[config.mk]
export PLATFORM = sky130hd
export DESIGN_NAME = comp_argsel_ctrl
export DESIGN_NICKNAME = d
export VERILOG_FILES = /design/src/rtl/comp_argsel_ctrl.sv
export SDC_FILE = /design/constraint.sdc
export NUM_CORES = 1
export LEC_CHECK = 0
export ABC_CLOCK_PERIOD_IN_PS = 4500
export BUFFER_PORTS_ARGS = -buffer_cell sky130_fd_sc_hd__clkbuf_2
export CORE_MARGIN = 2
export CORE_UTILIZATION = 30
export DETAILED_ROUTE_END_ITERATION = 8
export GPL_TIMING_DRIVEN = 1
export PLACE_DENSITY_LB_ADDON = 0.12
export SLEW_MARGIN = 20
export SYNTH_ARGS = -nofsm -noshare
export SYNTH_HDL_FRONTEND = slang
export SYNTH_SLANG_ARGS = --single-unit
export TNS_END_PERCENT = 50
[constraint.sdc]
create_clock -name clk -period 4.5 [get_ports clk]
set_input_delay 0.225 -clock clk [delete_from_list [all_inputs] [get_ports clk]]
set_output_delay 0.225 -clock clk [all_outputs]
set_load 0.02 [all_outputs]
[src/rtl/comp_argsel_ctrl.sv]
// Argmax/argmin sequencer: streams a list of unsigned operands through one shared
// external greater-than comparator and keeps the running best value and its index.
module comp_argsel_ctrl #(
    parameter int WIDTH = 64,
    parameter int IDX_W = 8
) (
    input  logic             clk,
    input  logic             rst,
    input  logic             start,
    input  logic [IDX_W-1:0] count,
    input  logic             sel_min,
    input  logic             in_valid,
    input  logic [WIDTH-1:0] in_data,
    output logic             in_ready,
    output logic [WIDTH-1:0] cmp_a,
    output logic [WIDTH-1:0] cmp_b,
    input  logic             cmp_gt,
    output logic             busy,
    output logic             done,
    output logic             empty,
    output logic [WIDTH-1:0] best_val,
    output logic [IDX_W-1:0] best_idx
);

    localparam logic [1:0] S_IDLE  = 2'd0;
    localparam logic [1:0] S_FIRST = 2'd1;
    localparam logic [1:0] S_RUN   = 2'd2;
    localparam logic [1:0] S_DONE  = 2'd3;

    localparam logic [IDX_W-1:0] IDX_ONE = {{(IDX_W-1){1'b0}}, 1'b1};

    logic [1:0]       r_state;
    logic [IDX_W-1:0] r_count;
    logic [IDX_W-1:0] r_cnt;
    logic [IDX_W-1:0] r_best_idx;
    logic [WIDTH-1:0] r_best_val;
    logic             r_sel_min;
    logic             r_empty;

    logic             w_run;
    logic             w_hs;
    logic             w_last;

    assign w_run    = (r_state == S_RUN);
    assign in_ready = (r_state == S_FIRST) || w_run;
    assign w_hs     = in_valid & in_ready;
    assign w_last   = (r_cnt == (r_count - IDX_ONE));

    // Operand order is swapped for argmin so the single x_a > x_b cell serves both modes.
    assign cmp_a = !w_run ? '0 : (r_sel_min ? r_best_val : in_data);
    assign cmp_b = !w_run ? '0 : (r_sel_min ? in_data : r_best_val);

    assign busy     = (r_state != S_IDLE);
    assign done     = (r_state == S_DONE);
    assign empty    = done & r_empty;
    assign best_val = r_best_val;
    assign best_idx = r_best_idx;

    always_ff @(posedge clk or posedge rst) begin
        if (rst) begin
            r_state    <= S_IDLE;
            r_count    <= '0;
            r_cnt      <= '0;
            r_best_idx <= '0;
            r_best_val <= '0;
            r_sel_min  <= 1'b0;
            r_empty    <= 1'b0;
        end else begin
            case (r_state)
                S_IDLE: begin
                    if (start) begin
                        r_count   <= count;
                        r_sel_min <= sel_min;
                        r_cnt     <= '0;
                        r_empty   <= (count == '0);
                        if (count == '0) begin
                            r_best_val <= '0;
                            r_best_idx <= '0;
                            r_state    <= S_DONE;
                        end else begin
                            r_state    <= S_FIRST;
                        end
                    end
                end
                S_FIRST: begin
                    if (w_hs) begin
                        r_best_val <= in_data;
                        r_best_idx <= '0;
                        r_cnt      <= IDX_ONE;
                        r_state    <= (r_count == IDX_ONE) ? S_DONE : S_RUN;
                    end
                end
                S_RUN: begin
                    if (w_hs) begin
                        // Strict compare: equal values never replace, so the earliest index wins.
                        if (cmp_gt) begin
                            r_best_val <= in_data;
                            r_best_idx <= r_cnt;
                        end
                        r_cnt <= r_cnt + IDX_ONE;
                        if (w_last) begin
                            r_state <= S_DONE;
                        end
                    end
                end
                default: begin
                    r_state <= S_IDLE;
                end
            endcase
        end
    end

endmodule
* Word-level counts from Yosys, hierarchy flattened *
Index checks and enable logic that the tools add are counted.

storage, ports and cells
  bits in registers = 92
  output and inout bits = 204
  word-level logic and storage cells = 58

operators by class
  add/sub/neg operators = 2
  equal/unequal tests = 11
  mux-type cells = 27
  bitwise operators = 2
  reduce and logical (&&, ||, !) cells = 9

operators by type and width
  kind                 number
  $mux 64              9
  $pmux 64 s3          1
  $mux 8               8
  $pmux 8 s3           2
  $mux 2               5
  $add 8x1->8 const B  1
  $eq 8x1->1 const B   1
  $eq 8x8->1           1
  $logic_not 8->1      1
  $ne 2x2->1 const B   4
  $reduce_and 4->1     2
  $sub 8x1->8 const B  1
  $pmux 2 s3           1
  $reduce_and 6->1     1
  $eq 2x2->1 const B   2
  $ne 2x1->1 const B   2
  $reduce_bool 3->1    1
  $and 1x1->1          2
  $eq 2x1->1 const B   1
  $logic_not 2->1      1
  $reduce_and 2->1     1
  $reduce_bool 2->1    1
  $logic_or 1x1->1     1
  $mux 1               1

* Logic depth before layout (Yosys ltp) *
  depth after elaboration = 5
  gate-level depth with buffers = 11
  mapped depth without buffers = 8

* Worst setup path before layout *
Ideal clock, no wire load.

  path kind = register -> register
  start point = register r_state[0]
  end point = register r_best_val[40], in the netlist best_val[40]
  library setup time = 0.077 ns
  arrival time = 2.143 ns
  data required time = 4.423 ns
  path slack = 2.280 ns
  cell stages (with the launch flop) = 12
  path buffers = 3
  path through = dfrtp_1 > inv_1 > ha_1 > buf_2 > nand2b_1 > o2bb2ai_2 > nand3b_2 > a221oi_4 > buf_6 > buf_6 > nand3_1 > o21ai_1

on the way
  longest elaborated chain between the ends = 5

RTL lines
  what                                                line    source
  start, declared                                     32      logic [1:0] r_state;
  start signal, assigned                              90      r_state <= (r_count == IDX_ONE) ? S_DONE : S_RUN;
  $eq 2x1->1 or $eq 2x2->1 (tied branches)            45, 44
  $logic_or 1x1->1 *                                  45      assign in_ready = (r_state == S_FIRST) || w_run;
  via in_ready                                        14      output logic in_ready,
  $and 1x1->1 *                                       46      assign w_hs = in_valid & in_ready;
  $ne 2x2->1 (no line) or $ne 2x1->1 (tied branches)  n/a
  $reduce_and 6->1 (no line) *                        n/a
  end signal, assigned                                87      r_best_val <= in_data;
  end signal, assigned                                97      r_best_val <= in_data;
  end, declared                                       36      logic [WIDTH-1:0] r_best_val;

The timed path passes the listed nets; every way through them passes the cells marked *.
A chain may end at the register's enable or synchronous reset.

* Worst setup path in the final report *
  start point = register r_state[0]
  end point = output cmp_a[51]

on the way
  longest elaborated chain between the ends = 2

RTL lines
  what           line  source
  $eq 2x2->1     44    assign w_run = (r_state == S_RUN);
  $mux 64        50    assign cmp_a = !w_run ? '0 : (r_sel_min ? r_best_val : in_data);
  end, declared  15    output logic [WIDTH-1:0] cmp_a,

No other way between the ends.

==> flow_metrics.py <==
metrics = {
    "setup_path": {
        "slowest_stage": "ha_4",
        "regToRegStartpoint": "r_state[0]",
        "crit_start": "r_state[0]",
        "required_ns": 4.28,
        "critical_path_class": "flop to primary output",
        "startpoint_type": "flop",
        "cpPeakStageDelay_ns": 0.66,
        "r2r_cells": 8,
        "crit_chain": "inv_1, ha_4, buf_4, nor2b_1, clkbuf_2",
        "cp.arrival_ns": 2.57,
        "cp_max_fo": 80,
        "end_kind": "primary output",
    },
    "synth": {
        "yosys.area.top_type": "dfrtp_1",
        "seq_area_frac_synth_pct": 35.4,
        "syn-num-nets": 821,
        "ys_warn_count": 0,
        "synth.top_cell.area_share_pct": 35.4,
        "ys_async_sr_fraction_pct": 100,
        "postSynthCellCount": 736,
        "synth.distinct_cells": 38,
        "avgSynthCellArea_sq_um": 8.83,
        "synthTopCellsByArea": "dfrtp_1 35%, mux2i_1 20%, nor2b_1 12%",
        "synth_area_sq_um": 6500,
        "synth_edf_count": 0,
        "ys_ff_latch": 92,
        "synth_flop_cell": "dfrtp_1",
    },
    "sta": {
        "setup_ws_ns": 1.70,
        "min_period_ns": 2.80,
        "rsz0062_at_grt": "no",
        "fin_crit_sh_pct": 62.2,
        "hold_slack_ns": 0.122,
        "fin_tns_setup_ns": 0,
        "report.final.slew_viol_count": 0,
        "finClkSkew_ns": 0.00483,
        "finalSetupViolCount": 0,
        "fmax_ghz": 0.357,
        "worst_pin_slew_ns": 0.777,
        "timing.slew.headroom_pct": 48.2,
        "hold_viol_final": 0,
    },
    "layout": {
        "nets": 1062,
        "drive_gt1_share_pct": 32.9,
        "antenna_cells": 0,
        "syn_to_final_growth_pct": 28.2,
        "fin_util_pct": 39.4,
    },
    "pwr": {
        "p_seq_share_pct": 24.6,
        "power_switching_uw": 3090,
        "p_int_uw": 2990,
        "peakVddDrop_mv": 0.469,
        "swShare_pct": 50.8,
        "combPwrFrac_pct": 63.3,
        "finalPower_uw": 6070,
        "leakage_uw": 0.00423,
        "clockPowerShare_pct": 12.0,
        "power.density_nw_per_um2": 729,
    },
    "routing": {
        "routedWlPerCell_microns": 14.9,
        "dr.pass1.iters": 4,
        "first_iter_violations": 235,
        "wl_mm": 18.8,
        "postRouteAntennaNets": 0,
        "vias": 5832,
        "drc": 0,
        "post_drt_via_cell_ratio": 4.65,
    },
    "min_path": {
        "hp-class": "input port to flop",
        "whs_path_depth": 2,
        "min_from": "sel_min",
    },
    "cts": {
        "numCtsBuffers": 9,
        "cts_tree": "built",
        "clkTransAtPathRegs_ns": 0.06,
        "clock_latency_ns": 0.34,
        "post_cts_buffers": 0,
        "htreeDepth": 3,
        "cts-root-buf": "clkbuf_16",
        "clock_sinks": 92,
        "cts_buffer_depth": 2,
    },
    "die": {
        "row_count": 53,
        "ios": 282,
        "die_w_microns": 151,
        "dieArea_sq_um": 22800,
        "initial_core_util_pct": 30.7,
        "die_h_microns": 151,
        "core_area_sq_um": 21200,
    },
    "grt": {
        "grt_pass1_vias": 5334,
        "grt_overflow": 0,
        "grt_pass1_wl_mm": 28.7,
        "grt_max_degree": 99,
        "grt_use_total_pct": 15.9,
        "antenna_found_initial": 0,
    },
    "status": {
        "status": "completed",
    },
    "placement": {
        "place_ws_ns": 1.90,
        "hpwl_mm": 13.3,
        "gp_congestion": 0.761,
        "port_buffers": 281,
    },
    "flow_run": {
        "max-cap-violations": 0,
    },
}
-- metrics by stage --
step                instances  instance area, sq um
floorplan                 736                  6500
global placement         1240                  8040
detailed placement       1240                  8040
CTS                      1255                  8330
global route             1255                  8330
finish                   1255                  8330
-- synthesized netlist by cell type (2+ instances only) --
library cell,count
nand3_1,77
nand2b_1,2
nand2_1,13
mux2i_1,130
nor4_2,3
buf_2,17
buf_6,8
nor2_1,11
o21ai_0,30
mux2_2,9
clkbuf_1,30
xnor2_1,4
dfrtp_1,92
and3_1,4
buf_1,4
o21ai_1,60
nor3_1,2
ha_1,7
a31oi_1,2
mux2_1,2
inv_1,79
xor2_1,6
nor2b_1,129
-- power groups by stage --
stage          Sequential, uW  Combinational (uW)  Clock (uW)
6_report                 1500                3850         730
3_5_place_dp             1520                3900           0
5_1_grt                  1550                4250         796
2_1_floorplan            1580                2820           0
4_1_cts                  1500                3910         764
3_3_place_gp             1510                3890           0
-- layout by cell type (no fill, tap or decap), types with 2 or more instances in the layout --
| cell type | count |
|---|---|
| mux2_2 | 9 |
| mux2_1 | 2 |
| clkbuf_16 | 9 |
| o21ai_0 | 30 |
| xnor2_1 | 4 |
| inv_1 | 78 |
| nand2_1 | 13 |
| clkbuf_2 | 281 |
| nor2_1 | 11 |
| clkinv_2 | 2 |
| dfrtp_1 | 91 |
| mux2i_1 | 130 |
| nor2b_1 | 129 |
| and3_1 | 4 |
| buf_12 | 2 |
| clkbuf_1 | 2 |
| ha_1 | 5 |
| nand2b_1 | 2 |
| nand3_1 | 77 |
| a31oi_1 | 2 |
| xor2_1 | 6 |
| buf_4 | 5 |
| o21ai_1 | 60 |
| nor4_2 | 3 |
| nor3_1 | 2 |
-- worst paths after layout --
| kind | slack [ns] | to |
|---|---|---|
| min | 0.12 | r_sel_min |
| min reg2reg | 0.47 | r_empty |
| min in group asynchronous | 0.51 | best_val[17] |
| max | 1.70 | cmp_a[51] |
| max reg2reg | 1.91 | best_val[61] |
| max in group asynchronous | 2.95 | r_cnt[2] |
-- per-layer routing --
metal / GRT usage, % / vias to the layer above / wire, microns / share of wire (%)
li1: - / 2941 / - / -
met1: 20.9 / 2724 / 8600 / 46
met2: 27.2 / 157 / 9090 / 48
met3: 2.29 / 10 / 881 / 4.7
met4: 4.35 / 0 / 189 / 1.0
met5: 0 / - / 0 / 0
-- worst max-delay path, delay by kind of cell (launching register included) --
family        cells  cell delay (ns)
buf+inv           3             0.91
fa+ha+maj         1             0.66
simple gates      1             0.25
flops             1             0.41
-- cell families (layout without fill, tap and decap cells) --
logic type	after synthesis	in the layout	share of synthesized area, %
AO/OA/AOI/OAI	101	101	8.92
AND/OR/NAND/NOR	247	247	21.8
buffers and inverters	138	382	9.23
adder cells (fa/ha/maj)	7	7	1.35
flip-flops	92	92	35.4
XOR/XNOR	10	10	1.35
multiplexers	141	141	21.9
-- registers in the layout, summed over array words and instances, names as in the netlist --
| name | flops |
|---|---|
| r_count | 8 |
| r_empty | 1 |
| r_state | 2 |
| best_idx | 8 |
| best_val | 64 |
| r_sel_min | 1 |
| r_cnt | 8 |
-- what timing repair did --
action,4_1_cts,5_1_grt
hold endpoints to repair,47,0
gates resized for setup,0,0
hold buffers,1,0
-- area by class of cell --
class	count	area, sq um
inverter	79	299
timing repair buffer	289	1490
clock buffer	11	233
multi-input combinational	506	3610
sequential	92	2310
fill	2185	12800
tap	275	344
clock inverter	3	40.0
Note: power is estimated with default switching activity, not from simulation.
